===== config.mk =====
export PLATFORM = sky130hd
export DESIGN_NAME = status_led_sequencer_flat
export DESIGN_NICKNAME = d
export VERILOG_FILES = /design/src/rtl/status_led_sequencer_if.sv /design/src/rtl/status_led_sequencer.sv /design/src/flat_wrapper.sv
export SDC_FILE = /design/constraint.sdc
export NUM_CORES = 1
export LEC_CHECK = 0
export ABC_CLOCK_PERIOD_IN_PS = 3800
export BUFFER_PORTS_ARGS = -buffer_cell sky130_fd_sc_hd__buf_2
export CORE_UTILIZATION = 40
export CTS_BUF_LIST = sky130_fd_sc_hd__clkbuf_8
export CTS_CLUSTER_DIAMETER = 30
export DETAILED_ROUTE_END_ITERATION = 7
export GPL_ROUTABILITY_DRIVEN = 0
export SLEW_MARGIN = 10
export SYNTH_ARGS = -nofsm -noshare
export SYNTH_HDL_FRONTEND = slang
export SYNTH_SLANG_ARGS = --single-unit

===== constraint.sdc =====
create_clock -name clk -period 3.8 [get_ports clk]
set_clock_uncertainty 0.05 [all_clocks]
set_input_delay 0.38 -clock clk [delete_from_list [all_inputs] [get_ports clk]]
set_output_delay 0.38 -clock clk [all_outputs]
set_load 0.03 [all_outputs]

===== src/rtl/status_led_sequencer_if.sv =====
// Control/status bundle between the decryption-core cluster and the LED sequencer.
// The master drives search control and core status; the slave (sequencer) drives the LEDs.
interface status_led_sequencer_if #(
  parameter int NUM_CORES = 4,
  parameter int NUM_LEDS  = 10,
  parameter int CORE_W    = (NUM_CORES > 1) ? $clog2(NUM_CORES) : 1
);
  logic                 start;
  logic                 clear;
  logic [NUM_CORES-1:0] core_success;
  logic [NUM_CORES-1:0] core_fail;
  logic [NUM_LEDS-1:0]  LEDR;
  logic [CORE_W-1:0]    winner;
  logic [1:0]           state_out;

  modport master (
    output start, clear, core_success, core_fail,
    input  LEDR, winner, state_out
  );

  modport slave (
    input  start, clear, core_success, core_fail,
    output LEDR, winner, state_out
  );
endinterface


===== src/rtl/status_led_sequencer.sv =====
// Clocked LED status sequencer for a multi-core RC4 key search: chaser while searching,
// solid winner on success, blinking bank on failure. Outputs decode from registers only.
module status_led_sequencer #(
  parameter int NUM_CORES = 4,
  parameter int NUM_LEDS  = 10,
  parameter int TICK_DIV  = 25000000,
  parameter int CORE_W    = (NUM_CORES > 1) ? $clog2(NUM_CORES) : 1
) (
  input logic                   clk,
  input logic                   reset,
  status_led_sequencer_if.slave bus
);
  localparam int CHASE_LEN = NUM_LEDS - NUM_CORES;
  localparam int POS_W     = (CHASE_LEN > 1) ? $clog2(CHASE_LEN) : 1;
  localparam int CNT_W     = (TICK_DIV > 1) ? $clog2(TICK_DIV) : 1;

  typedef enum logic [1:0] {
    S_IDLE    = 2'b00,
    S_SEARCH  = 2'b01,
    S_SUCCESS = 2'b10,
    S_FAILURE = 2'b11
  } state_t;

  state_t               state, state_d;
  logic [NUM_CORES-1:0] fail_mask, fail_mask_d;
  logic [CNT_W-1:0]     cnt, cnt_d;
  logic [POS_W-1:0]     pos, pos_d;
  logic                 blink, blink_d;
  logic [CORE_W-1:0]    winner_q, winner_d, lowest;
  logic [NUM_LEDS-1:0]  leds;
  logic                 tick;

  assign tick = (cnt == CNT_W'(TICK_DIV - 1));

  // Lowest-numbered successful core wins when several report in the same cycle.
  always_comb begin
    lowest = '0;
    for (int i = NUM_CORES - 1; i >= 0; i--) begin
      if (bus.core_success[i]) lowest = CORE_W'(i);
    end
  end

  // NOTE: every signal written here gets a default first, so no path leaves it unassigned
  // and no latch is inferred.
  always_comb begin
    state_d     = state;
    fail_mask_d = fail_mask;
    cnt_d       = tick ? '0 : cnt + 1'b1;
    pos_d       = pos;
    blink_d     = blink;
    winner_d    = winner_q;

    case (state)
      S_IDLE: begin
        if (bus.start) begin
          state_d     = S_SEARCH;
          fail_mask_d = '0;
        end
      end
      S_SEARCH: begin
        fail_mask_d = fail_mask | bus.core_fail;
        if (tick) pos_d = (pos == POS_W'(CHASE_LEN - 1)) ? '0 : pos + 1'b1;
        if (|bus.core_success) begin
          state_d  = S_SUCCESS;
          winner_d = lowest;
        end else if (&fail_mask_d) begin
          state_d = S_FAILURE;
        end
      end
      S_FAILURE: begin
        if (tick) blink_d = ~blink;
      end
      default: ;
    endcase

    if (bus.clear) begin
      state_d     = S_IDLE;
      fail_mask_d = '0;
      winner_d    = '0;
    end

    // Every state entry restarts the animation from its first frame.
    if (state_d != state) begin
      cnt_d   = '0;
      pos_d   = '0;
      blink_d = 1'b1;
    end
  end

  // NOTE: sequential state uses non-blocking assignments so every register samples
  // pre-edge values regardless of statement order.
  always_ff @(posedge clk or posedge reset) begin
    if (reset) begin
      state     <= S_IDLE;
      fail_mask <= '0;
      cnt       <= '0;
      pos       <= '0;
      blink     <= 1'b1;
      winner_q  <= '0;
    end else begin
      state     <= state_d;
      fail_mask <= fail_mask_d;
      cnt       <= cnt_d;
      pos       <= pos_d;
      blink     <= blink_d;
      winner_q  <= winner_d;
    end
  end

  always_comb begin
    leds = '0;
    case (state)
      S_SEARCH: begin
        leds[NUM_CORES-1:0] = fail_mask;
        for (int i = 0; i < CHASE_LEN; i++) begin
          leds[NUM_CORES + i] = (pos == POS_W'(i));
        end
      end
      S_SUCCESS: begin
        for (int i = 0; i < NUM_CORES; i++) begin
          leds[i] = (winner_q == CORE_W'(i));
        end
        leds[NUM_LEDS-1:NUM_CORES] = '1;
      end
      S_FAILURE: leds = {NUM_LEDS{blink}};
      default:   leds = '0;
    endcase
  end

  assign bus.LEDR      = leds;
  assign bus.state_out = state;
  assign bus.winner    = (state == S_SUCCESS) ? winner_q : '0;
endmodule


===== src/flat_wrapper.sv =====
// flat-port wrapper written by rule: the top's interface ports become plain ports
module status_led_sequencer_flat 
#(
  parameter int NUM_CORES = 4,
  parameter int NUM_LEDS  = 10,
  parameter int TICK_DIV  = 25000000,
  parameter int CORE_W    = (NUM_CORES > 1) ? $clog2(NUM_CORES) : 1
)
  (clk, reset, bus_start, bus_clear, bus_core_success, bus_core_fail, bus_LEDR, bus_winner, bus_state_out);
  status_led_sequencer_if #(.NUM_CORES(NUM_CORES), .NUM_LEDS(NUM_LEDS), .CORE_W(CORE_W)) bus_i ();
  input logic clk;
  input logic reset;
  input wire logic [$bits(bus_i.start)-1:0] bus_start;
  input wire logic [$bits(bus_i.clear)-1:0] bus_clear;
  input wire logic [$bits(bus_i.core_success)-1:0] bus_core_success;
  input wire logic [$bits(bus_i.core_fail)-1:0] bus_core_fail;
  output wire logic [$bits(bus_i.LEDR)-1:0] bus_LEDR;
  output wire logic [$bits(bus_i.winner)-1:0] bus_winner;
  output wire logic [$bits(bus_i.state_out)-1:0] bus_state_out;
  assign bus_i.start = bus_start;
  assign bus_i.clear = bus_clear;
  assign bus_i.core_success = bus_core_success;
  assign bus_i.core_fail = bus_core_fail;
  assign bus_LEDR = bus_i.LEDR;
  assign bus_winner = bus_i.winner;
  assign bus_state_out = bus_i.state_out;
  status_led_sequencer #(.NUM_CORES(NUM_CORES), .NUM_LEDS(NUM_LEDS), .TICK_DIV(TICK_DIV), .CORE_W(CORE_W)) u_core (.clk(clk), .reset(reset), .bus(bus_i));
endmodule

==> run summary <==
Synth Area in Compound Gates = 0.187
area of the die = 0.00579 mm²
end-of-flow core utilization = 0.469
insertion delay to the later sink of the worst-skew pair = 0.29 ns
maximum number of pins on one net before global-route repair = 30
Detailed Route Iter0 Violations = 76
number of endpoints with negative hold slack in the final report = 0
cell area after layout = 0.00244 mm²
required time at the endpoint of the critical path = 3.87 ns
Worst path slowest cell = sky130_fd_sc_hd__a211o_1
cells after synthesis = 247
overall die height = 76.1 µm
critical path peak fanout = 29
mux share of post-synthesis cell area = 0
number of global-route vias before repair = 1,783
top cell type by total area after synthesis = sky130_fd_sc_hd__dfrtp_1
sequential area share after synthesis = 0.422
nature of the critical path endpoint = register
H-tree Lvls = 2
post-CTS setup repair buffer count = 0
placed wire-length estimate after detailed placement = 3.37 mm
Hold Path Class = in -> async
setup violation total in the final timing report = 0
outcome = complete, no violations
xor/xnor cell area share of the yosys netlist = 0.0478
fraction of synthesis flops using an asynchronous set or reset pin = 1.00
number of nets in the final layout = 279
power share of the combinational group = 0.188
most instantiated cells after synthesis = 36 x sky130_fd_sc_hd__dfrtp_1, 19 x sky130_fd_sc_hd__nand2_1, 19 x sky130_fd_sc_hd__o21ai_0, 15 x sky130_fd_sc_hd__nor2_1, 15 x sky130_fd_sc_hd__nor3_1
horizontal die dimension = 76.1 µm
clock power share = 0.311
synthesized area divided by synthesized cell count = 8.90 µm²
remaining routing DRC violations = 0
switching power = 0.274 mW
cell at the root of the clock tree = sky130_fd_sc_hd__clkbuf_8
main combinational cell family by area after synthesis = simple AND/OR/NAND/NOR gates
part of the power in registers = 0.501
length of the first detailed-routing pass in iterations = 4
setup ws final = 1.24 ns
fraction of layout cells with a size suffix above 1 = 0.170
Vias = 1,919
initial standard-cell utilization of the core = 0.422
Clock Tree Buf Depth = 2
met2 Track Usage GR = 0.295
Area growth syn-to-layout = 11.2%
area share of and/or/nand/nor cells after synthesis = 0.285
Site Rows = 26
number of nets in the synthesized netlist = 261
largest cells by area after synthesis = sky130_fd_sc_hd__dfrtp_1 41%, sky130_fd_sc_hd__o21ai_0 4.3%, sky130_fd_sc_hd__nand4_1 4.0%
endpoint arrival time on the critical path = 2.63 ns
design internal power = 0.609 mW
P per Cell Area = 361 mW/mm²
Avg Vias per Cell = 5.73
fraction of the mapped netlist area in adder cells = 0.0114
final max-slew violation count = 0
Worst Tran Pin Value = 1.04 ns
CTS clock-pin slew for the worst setup and hold paths = 0.07 ns
sequence of cells on the critical path = or4b_2 > nand2_1 > a211o_1 > nor3_1
GRT Resource Usage Total = 0.184
Reg2Reg Launch Point = u_core.bus.state_out[1]
category of the critical setup timing path = reg -> reg
Lkg Pwr = 0.989 nW
switching power share of the total = 0.310
number of antenna violations at the first check in global routing = 0
unrepaired setup endpoints after global routing = no
most common cell in the netlist = sky130_fd_sc_hd__dfrtp_1
clock sinks = 37
number of buffer cells added on primary ports = 25
Yosys warnings = 0
met3 demand-to-capacity share in global routing = 0.0359
nature of the critical path startpoint = register
gr busiest metal = met2
crit path from = u_core.bus.state_out[1]
Largest stage delay, worst path = 0.79 ns
EDFF count, synth = 0
grt met1 use = 0.246
worst setup timing slack at the placement stage = 1.25 ns
mapped cell area = 0.00220 mm²
number of I/O pins = 26
Num CTS Buffers = 5
wire per inst = 14.6 µm
total grt overflow = 0
area of the core region = 0.00520 mm²
largest vdd supply drop = 0.217 mV
total detailed-routing wirelength = 4.88 mm
Relative slew margins = 0.308
Post-DP Area = 0.00236 mm²
maxcap violations = 0
Yosys reg bits = 37
unique cell type count in the Yosys netlist = 37
min Tclk post-route = 2.56 ns
count of inserted antenna diode cells = 0
CTS tree = done
antenna-violating nets left = 0
number of buffers inserted by hold repair at cts = 0
timing-limited maximum frequency = 391 MHz
fraction of post-synthesis cell area in the top cell type by area = 0.410
post-cts sizing count = 0
part of the cycle the worst path needs = 0.673
final hold slack = 0.149 ns
first-pass GRT wire length = 8.58 mm
post-route setup TNS = 0 ns
most instantiated flip-flop cell in the synthesis netlist = sky130_fd_sc_hd__dfrtp_1
[per-stage QoR]
stage,std cells,total power [mW]
after CTS,335,0.894
after global routing,335,0.932
after detailed placement,328,0.617
after floorplan,247,0.571
after global placement,328,0.617
final,335,0.883
[layout make-up]
| class | instances | area, µm² |
|---|---|---|
| clock buffers | 6 | 82.6 |
| inverters | 6 | 22.5 |
| repair buffers | 28 | 148 |
| well taps | 70 | 87.6 |
| clock inverters | 1 | 3.75 |
| multi-input cells | 187 | 1170 |
| flip-flops and latches | 37 | 927 |
| fillers | 518 | 2760 |
[cells in the final DEF (no fill, tap or decap), drive strengths merged, types with 10 or more instances in the layout]
| master | n |
|---|---|
| dfrtp | 36 |
| buf | 28 |
| o21ai | 19 |
| nand2 | 19 |
| nor2 | 15 |
| nor3 | 15 |
| nand4 | 14 |
| a211oi | 13 |
| nand3 | 10 |
[per-layer routing]
metal | wire length, µm | share of wire
met1 | 2470 | 0.51
met4 | 55 | 0.011
met5 | 0 | 0
met2 | 2200 | 0.45
met3 | 153 | 0.031
[kinds of logic after synthesis]
family / after synthesis
AND/OR/NAND/NOR: 112
AO/OA/AOI/OAI: 61
flip-flops: 37
buffers and inverters: 23
XOR/XNOR: 12
adder cells (fa/ha/maj): 2
[state kept, by name, summed over array words and instances, names as in the netlist]
register              cells
u_core.cnt               25
u_core.fail_mask          4
u_core.pos                3
u_core.bus.state_out      2
u_core.winner_q           2
u_core.blink              1
[worst paths after layout]
| check | to | slack [ns] | depth (start not counted) |
|---|---|---|---|
| setup / recovery | u_core.cnt[11] | 1.24 | 4 |
| hold / removal | u_core.cnt[7] | 0.15 | 2 |
| setup reg to reg | u_core.cnt[11] | 1.24 | 4 |
| hold reg to reg | u_core.cnt[0] | 0.44 | 1 |
| max in group asynchronous | u_core.blink | 2.78 | 3 |
| min in group clk | u_core.fail_mask[2] | 0.34 | 2 |
[power groups by stage]
stage | sequential, mW | clock (mW) | combinational [mW]
floorplan | 0.443 | 0 | 0.129
detailed placement | 0.450 | 0 | 0.167
finish | 0.442 | 0.274 | 0.166
CTS | 0.442 | 0.284 | 0.168
global route | 0.449 | 0.300 | 0.183
global placement | 0.449 | 0 | 0.167
[worst max-delay path, delay by kind of cell, from the launching register on]
family	cells	cell delay, ns
flip-flops	1	0.57
AND/OR/NAND/NOR	3	0.97
AO/OA/AOI/OAI	1	0.79
Power figures use the tool's default switching activity.
